File: config.mk
export PLATFORM = sky130hd
export DESIGN_NAME = strobe_encoder_16
export DESIGN_NICKNAME = d
export VERILOG_FILES = /design/src/rtl/strobe_enc_pkg.sv /design/src/rtl/priority_enc_16.sv /design/src/rtl/strobe_encoder_16.sv
export SDC_FILE = /design/constraint.sdc
export NUM_CORES = 1
export LEC_CHECK = 0
export ABC_AREA = 1
export ABC_CLOCK_PERIOD_IN_PS = 3800
export CORE_MARGIN = 5
export CORE_UTILIZATION = 55
export CTS_BUF_LIST = sky130_fd_sc_hd__clkbuf_8
export CTS_CLUSTER_DIAMETER = 120
export CTS_CLUSTER_SIZE = 14
export DETAILED_ROUTE_END_ITERATION = 12
export PLACE_DENSITY = 0.76
export SLEW_MARGIN = 10
export SYNTH_ARGS = -nofsm -noshare
export SYNTH_HDL_FRONTEND = slang
export SYNTH_SLANG_ARGS = --single-unit
export TNS_END_PERCENT = 30
File: constraint.sdc
create_clock -name clk -period 3.8 [get_ports clk]
set_clock_uncertainty 0.2 [all_clocks]
set_input_delay 1.14 -clock clk [delete_from_list [all_inputs] [get_ports clk]]
set_output_delay 1.14 -clock clk [all_outputs]
set_load 0.01 [all_outputs]
File: src/rtl/strobe_enc_pkg.sv
// Shared widths and reset constants for the 16-line strobe encoder.
package strobe_enc_pkg;

    localparam int unsigned STROBE_W = 16;
    localparam int unsigned CODE_W   = 4;

    // Strobes are active-low, so the idle synchronizer value is all ones.
    localparam logic [STROBE_W-1:0] SYNC_RESET = '1;

endpackage

File: src/rtl/priority_enc_16.sv
// Combinational lowest-set-bit encoder: index of the lowest set bit plus an any flag.
module priority_enc_16
    import strobe_enc_pkg::*;
(
    input  logic [STROBE_W-1:0] vec,
    output logic [CODE_W-1:0]   idx,
    output logic                any
);

    // Scan from the top so the lowest set bit is the last one written.
    always_comb begin
        idx = '0;
        for (int i = STROBE_W - 1; i >= 0; i--) begin
            if (vec[i]) begin
                idx = CODE_W'(i);
            end
        end
    end

    assign any = |vec;

endmodule

File: src/rtl/strobe_encoder_16.sv
// Captures falling edges on 16 active-low strobes as pending events and presents them
// one at a time, lowest index first, as a 4-bit code over a valid/ready handshake.
module strobe_encoder_16
    import strobe_enc_pkg::*;
#(
    parameter int unsigned SYNC_STAGES = 2
) (
    input  logic                clk,
    input  logic                reset,
    input  logic [STROBE_W-1:0] y_n,
    output logic [CODE_W-1:0]   code,
    output logic                valid,
    input  logic                ready,
    output logic                overrun,
    input  logic                overrun_clr
);

    localparam int unsigned SyncW  = (SYNC_STAGES == 0) ? STROBE_W : SYNC_STAGES * STROBE_W;
    localparam int unsigned ArmCnt = SYNC_STAGES + 1;
    localparam int unsigned ArmW   = $clog2(ArmCnt + 1);

    logic [STROBE_W-1:0] s;
    logic [STROBE_W-1:0] p;
    logic [ArmW-1:0]     arm_cnt;
    logic                armed;
    logic [STROBE_W-1:0] fall;
    logic [STROBE_W-1:0] pending;
    logic [STROBE_W-1:0] ack_mask;
    logic [STROBE_W-1:0] cand;
    logic                ack;
    logic                load;
    logic                ovr_set;
    logic [CODE_W-1:0]   cand_idx;
    logic                cand_any;

    generate
        if (SYNC_STAGES == 0) begin : g_no_sync
            assign s = y_n;
        end else begin : g_sync
            // Stage 0 in the low slice; the oldest stage sits at the top.
            logic [SyncW-1:0] sync_q;

            always_ff @(posedge clk or posedge reset) begin
                if (reset) begin
                    sync_q <= {SYNC_STAGES{SYNC_RESET}};
                end else begin
                    sync_q <= (sync_q << STROBE_W) | SyncW'(y_n);
                end
            end

            assign s = sync_q[SyncW-1 -: STROBE_W];
        end
    endgenerate

    // Edges stay masked until s and p both hold real samples, so a line held low
    // through reset release is not mistaken for a fresh falling edge.
    always_ff @(posedge clk or posedge reset) begin
        if (reset) begin
            p       <= SYNC_RESET;
            arm_cnt <= '0;
        end else begin
            p <= s;
            if (!armed) begin
                arm_cnt <= arm_cnt + 1'b1;
            end
        end
    end

    assign armed = (arm_cnt == ArmW'(ArmCnt));

    always_comb begin
        fall     = armed ? (p & ~s) : '0;
        ack      = valid & ready;
        ack_mask = ack ? (STROBE_W'(1) << code) : '0;
        cand     = pending & ~ack_mask;
        load     = ~valid | ack;
        ovr_set  = |(fall & cand);
    end

    priority_enc_16 u_prio (
        .vec (cand),
        .idx (cand_idx),
        .any (cand_any)
    );

    // Same-cycle edges join pending but are not in cand, so they present a cycle later.
    always_ff @(posedge clk or posedge reset) begin
        if (reset) begin
            pending <= '0;
            valid   <= 1'b0;
            code    <= '0;
            overrun <= 1'b0;
        end else begin
            pending <= cand | fall;
            overrun <= ovr_set | (overrun & ~overrun_clr);
            if (load) begin
                valid <= cand_any;
                code  <= cand_idx;
            end
        end
    end

endmodule

==> run_results.csv <==
group,metric,value,unit
global_routing,grt_remaining_overflow,0,
synth,post-synth-top-count-cell,"dfstp_2",
cts,clock-sinks,72,
power_and_ir_drop,leakage,1.41,nW
cts,cts_buffers,9,
synth,ys_top_cells_by_count,"dfstp_2 (48), nand2_1 (45), inv_1 (30)",
cts,postCtsSetupRepairBufs,0,
global_routing,track_usage,16.0,%
hold_path,hp-class,"reg2reg",
placement,port_buffers,25,
critical_path,criticalPathCategory,"in2reg",
floorplanning,core_area,0.00472,mm²
critical_path,r2r-start,"arm_cnt[0]",
synth,async_flop_share,100,%
placement,dp_hpwl,3120,µm
finish,nets,291,
critical_path,worst_ep_required_time,3870,ps
timing,relSlewSlack,52.8,%
synth,syn-mean-instance-area,11.4,µm²
synth,synth_area_leaders,"dfstp_2 (47%), dfrtp_1 (22%), nand2_1 (6.3%)",
timing,worst_pin_slew,708,ps
critical_path,r2r_setup_slack,1580,ps
global_routing,grt_start_max_net_pins,39,
cts,clk-insertion-delay-late,330,ps
timing,min_period,2950,ps
route,viasPerCell,5.01,
critical_path,arrival,3020,ps
finish,drive_gt1_share,28.5,%
critical_path,cp_cell_sequence,"clkdlybuf4s50_1 > nand3_4 > inv_2 > a21boi_0 > inv_2 > nand2_1 > nand2_1 > nand2_1 > nand2_1 > nand2_1 > nand2_1 > nand2_1 > nand2_1 > nand2_1 > nand2_1 > nand2_1",
timing,grt_setup_unrepaired,"false",
critical_path,cpMostUsedCell,"nand2_1",
critical_path,max_stage_delay,500,ps
finish,area_growth,20.6,%
timing,period_share,77.7,%
floorplanning,initial_core_util,56.7,%
critical_path,end_kind,"register",
critical_path,timing.rr.end,"overrun",
route,drt_iter0_drc,95,
global_routing,grt_pass1_wl,7510,µm
route,via_count,1707,
critical_path,crit_path_max_fanout,6,
critical_path,slowest_stage,"a21boi_0",
route,ant_nets,0,
synth,netlist_area,0.00268,mm²
floorplanning,fp.dieH,79.8,µm
cts,clockBufferDepth,2,
power_and_ir_drop,powerDensity,533,mW/mm²
power_and_ir_drop,vdd_ir_drop_max,326,µV
synth,yosys_warnings,0,
timing,timing.final.ws_setup,848,ps
cts,cts_resized,0,
run,drv_cap,0,
timing,drv_slew,0,
timing,max_freq,339,MHz
floorplanning,die-area,0.00637,mm²
route,drcViolationCount,0,
global_routing,antenna_found_initial,0,
placement,place_ws,498,ps
route,dr.pass1.iters,4,
synth,ys_seq_elements,72,
cts,cts_tree,"yes",
route,wl_per_cell,12.9,µm
critical_path,setup.worst_path.start_class,"input pin",
synth,ys_types,34,
critical_path,reg2reg_depth,5,
route,routed_wl,4400,µm
run_status,status,"finished, final reports clean",
cts,htreeDepth,3,
timing,finalHoldViolCount,0,
finish,diodes,0,
critical_path,setup.worst_path.end,"code[0]",
synth,synth_nets,257,
timing,final-setup-viol-count,0,
cts,postCtsHoldBufs,0,
synth,synth_edf_count,0,
floorplanning,ios,26,
cts,cts.clk_slew.worst_paths,70,ps
floorplanning,rows,25,
synth,ys.flop_type,"dfstp_2",
synth,yosys.area.top_type,"dfstp_2",
timing,tns,0,ps
placement,place_congestion,0.968,
synth,syn_inst,236,
global_routing,grt_pass1_vias,1718,
floorplanning,fp.dieW,79.8,µm
synth,synth-seq-area-share,69.5,%
cts,cts_root_buffer,"clkbuf_8",
synth,synth_top_area_share,47.1,%
critical_path,critPathLaunch,"ready",
[cell families (layout without fill, tap and decap cells)]
family	Yosys count	in the layout	synth area share, %
adders and majority gates	1	1	0.467
AOI/OAI and AO/OA	26	26	7.24
DFF	72	72	69.5
and+or+nand+nor	95	95	16.7
buffers and inverters	41	79	5.79
xor gates and xnor gates	1	1	0.327
[stage by stage]
step | util [%] | instances | cell area [µm²] | total power, W | hold slack, ps
floorplan | - | 236 | 2680 | 0.00101 | 145
global placement | 64.0 | 326 | 3020 | 0.00109 | 145
detailed placement | 64.0 | 326 | 3020 | 0.00110 | 147
CTS | 68.5 | 341 | 3230 | 0.00175 | 149
global route | 68.5 | 341 | 3230 | 0.00181 | 157
finish | 68.5 | 341 | 3230 | 0.00172 | 151
[power by group]
group          internal, W  switching (W)  leakage [nW]
Combinational    0.0000876       0.000121         0.557
Clock             0.000380       0.000254         0.115
Sequential        0.000843      0.0000397         0.739
Total              0.00131       0.000415          1.41
[flip-flops by register name, indices dropped and copies added, names as in the netlist]
name / count
g_sync.sync_q: 32
p: 16
pending: 16
code: 4
arm_cnt: 2
overrun: 1
valid: 1
[final cells by class]
type                       instances  area (µm²)
clock buffer                      10         138
tap                               67        83.8
clock inverter                     5        73.8
multi-input combinational        123         663
timing repair buffer              26         270
inverter                          38         143
fill                             360        1490
sequential                        72        1860
[critical path: cells and delay by family]
kind / cells / cell delay, ps
and+or+nand+nor: 12 / 760
buffers and inverters: 3 / 620
AOI/OAI and AO/OA: 1 / 500
[routing by layer]
layer / vias up / share of wire [%] / GRT usage, %
met5: - / 0 / 0
met4: 0 / 2.9 / 9.63
met3: 14 / 4.9 / 3.72
met2: 49 / 48 / 25.9
met1: 811 / 44 / 19.3
li1: 833 / - / -
[how the worst min path moves through the flow]
stage                            from                end  slack (ps)  cells after the start
detailed placement   g_sync.sync_q[4]  g_sync.sync_q[20]         150                      0
finish              g_sync.sync_q[12]  g_sync.sync_q[28]         150                      0
floorplan            g_sync.sync_q[0]  g_sync.sync_q[16]         150                      0
CTS                 g_sync.sync_q[12]  g_sync.sync_q[28]         150                      0
global route        g_sync.sync_q[12]  g_sync.sync_q[28]         160                      0
global placement    g_sync.sync_q[14]  g_sync.sync_q[30]         150                      0
[cells in the final DEF, fill, tap and decap left out]
master	synthesis	final
and2_1	1	1
o31ai_1	2	2
a21boi_0	5	5
o221ai_1	1	1
ha_1	1	1
buf_12	0	1
nand4_1	2	2
o21ai_2	1	1
nand3b_1	8	8
nand2_1	45	45
o21ai_0	1	1
clkdlybuf4s50_1	0	25
nor2_1	16	16
inv_2	8	9
nor3_1	6	6
inv_4	0	1
o221a_2	1	1
o22ai_1	4	4
a21oi_1	2	2
bufinv_16	0	2
nor3_2	1	1
o21ai_1	3	3
a41oi_1	1	1
dfrtp_1	24	24
dfstp_2	48	48
a2111oi_0	1	1
nand3_4	1	1
or2_2	1	1
o21ai_4	1	1
inv_1	30	31
nand3_2	1	1
xnor2_1	1	1
clkbuf_8	0	10
o2111ai_1	1	1
nor4_1	1	1
o21a_1	2	2
nand3_1	12	12
No activity file was read; power rests on OpenSTA's default activity.
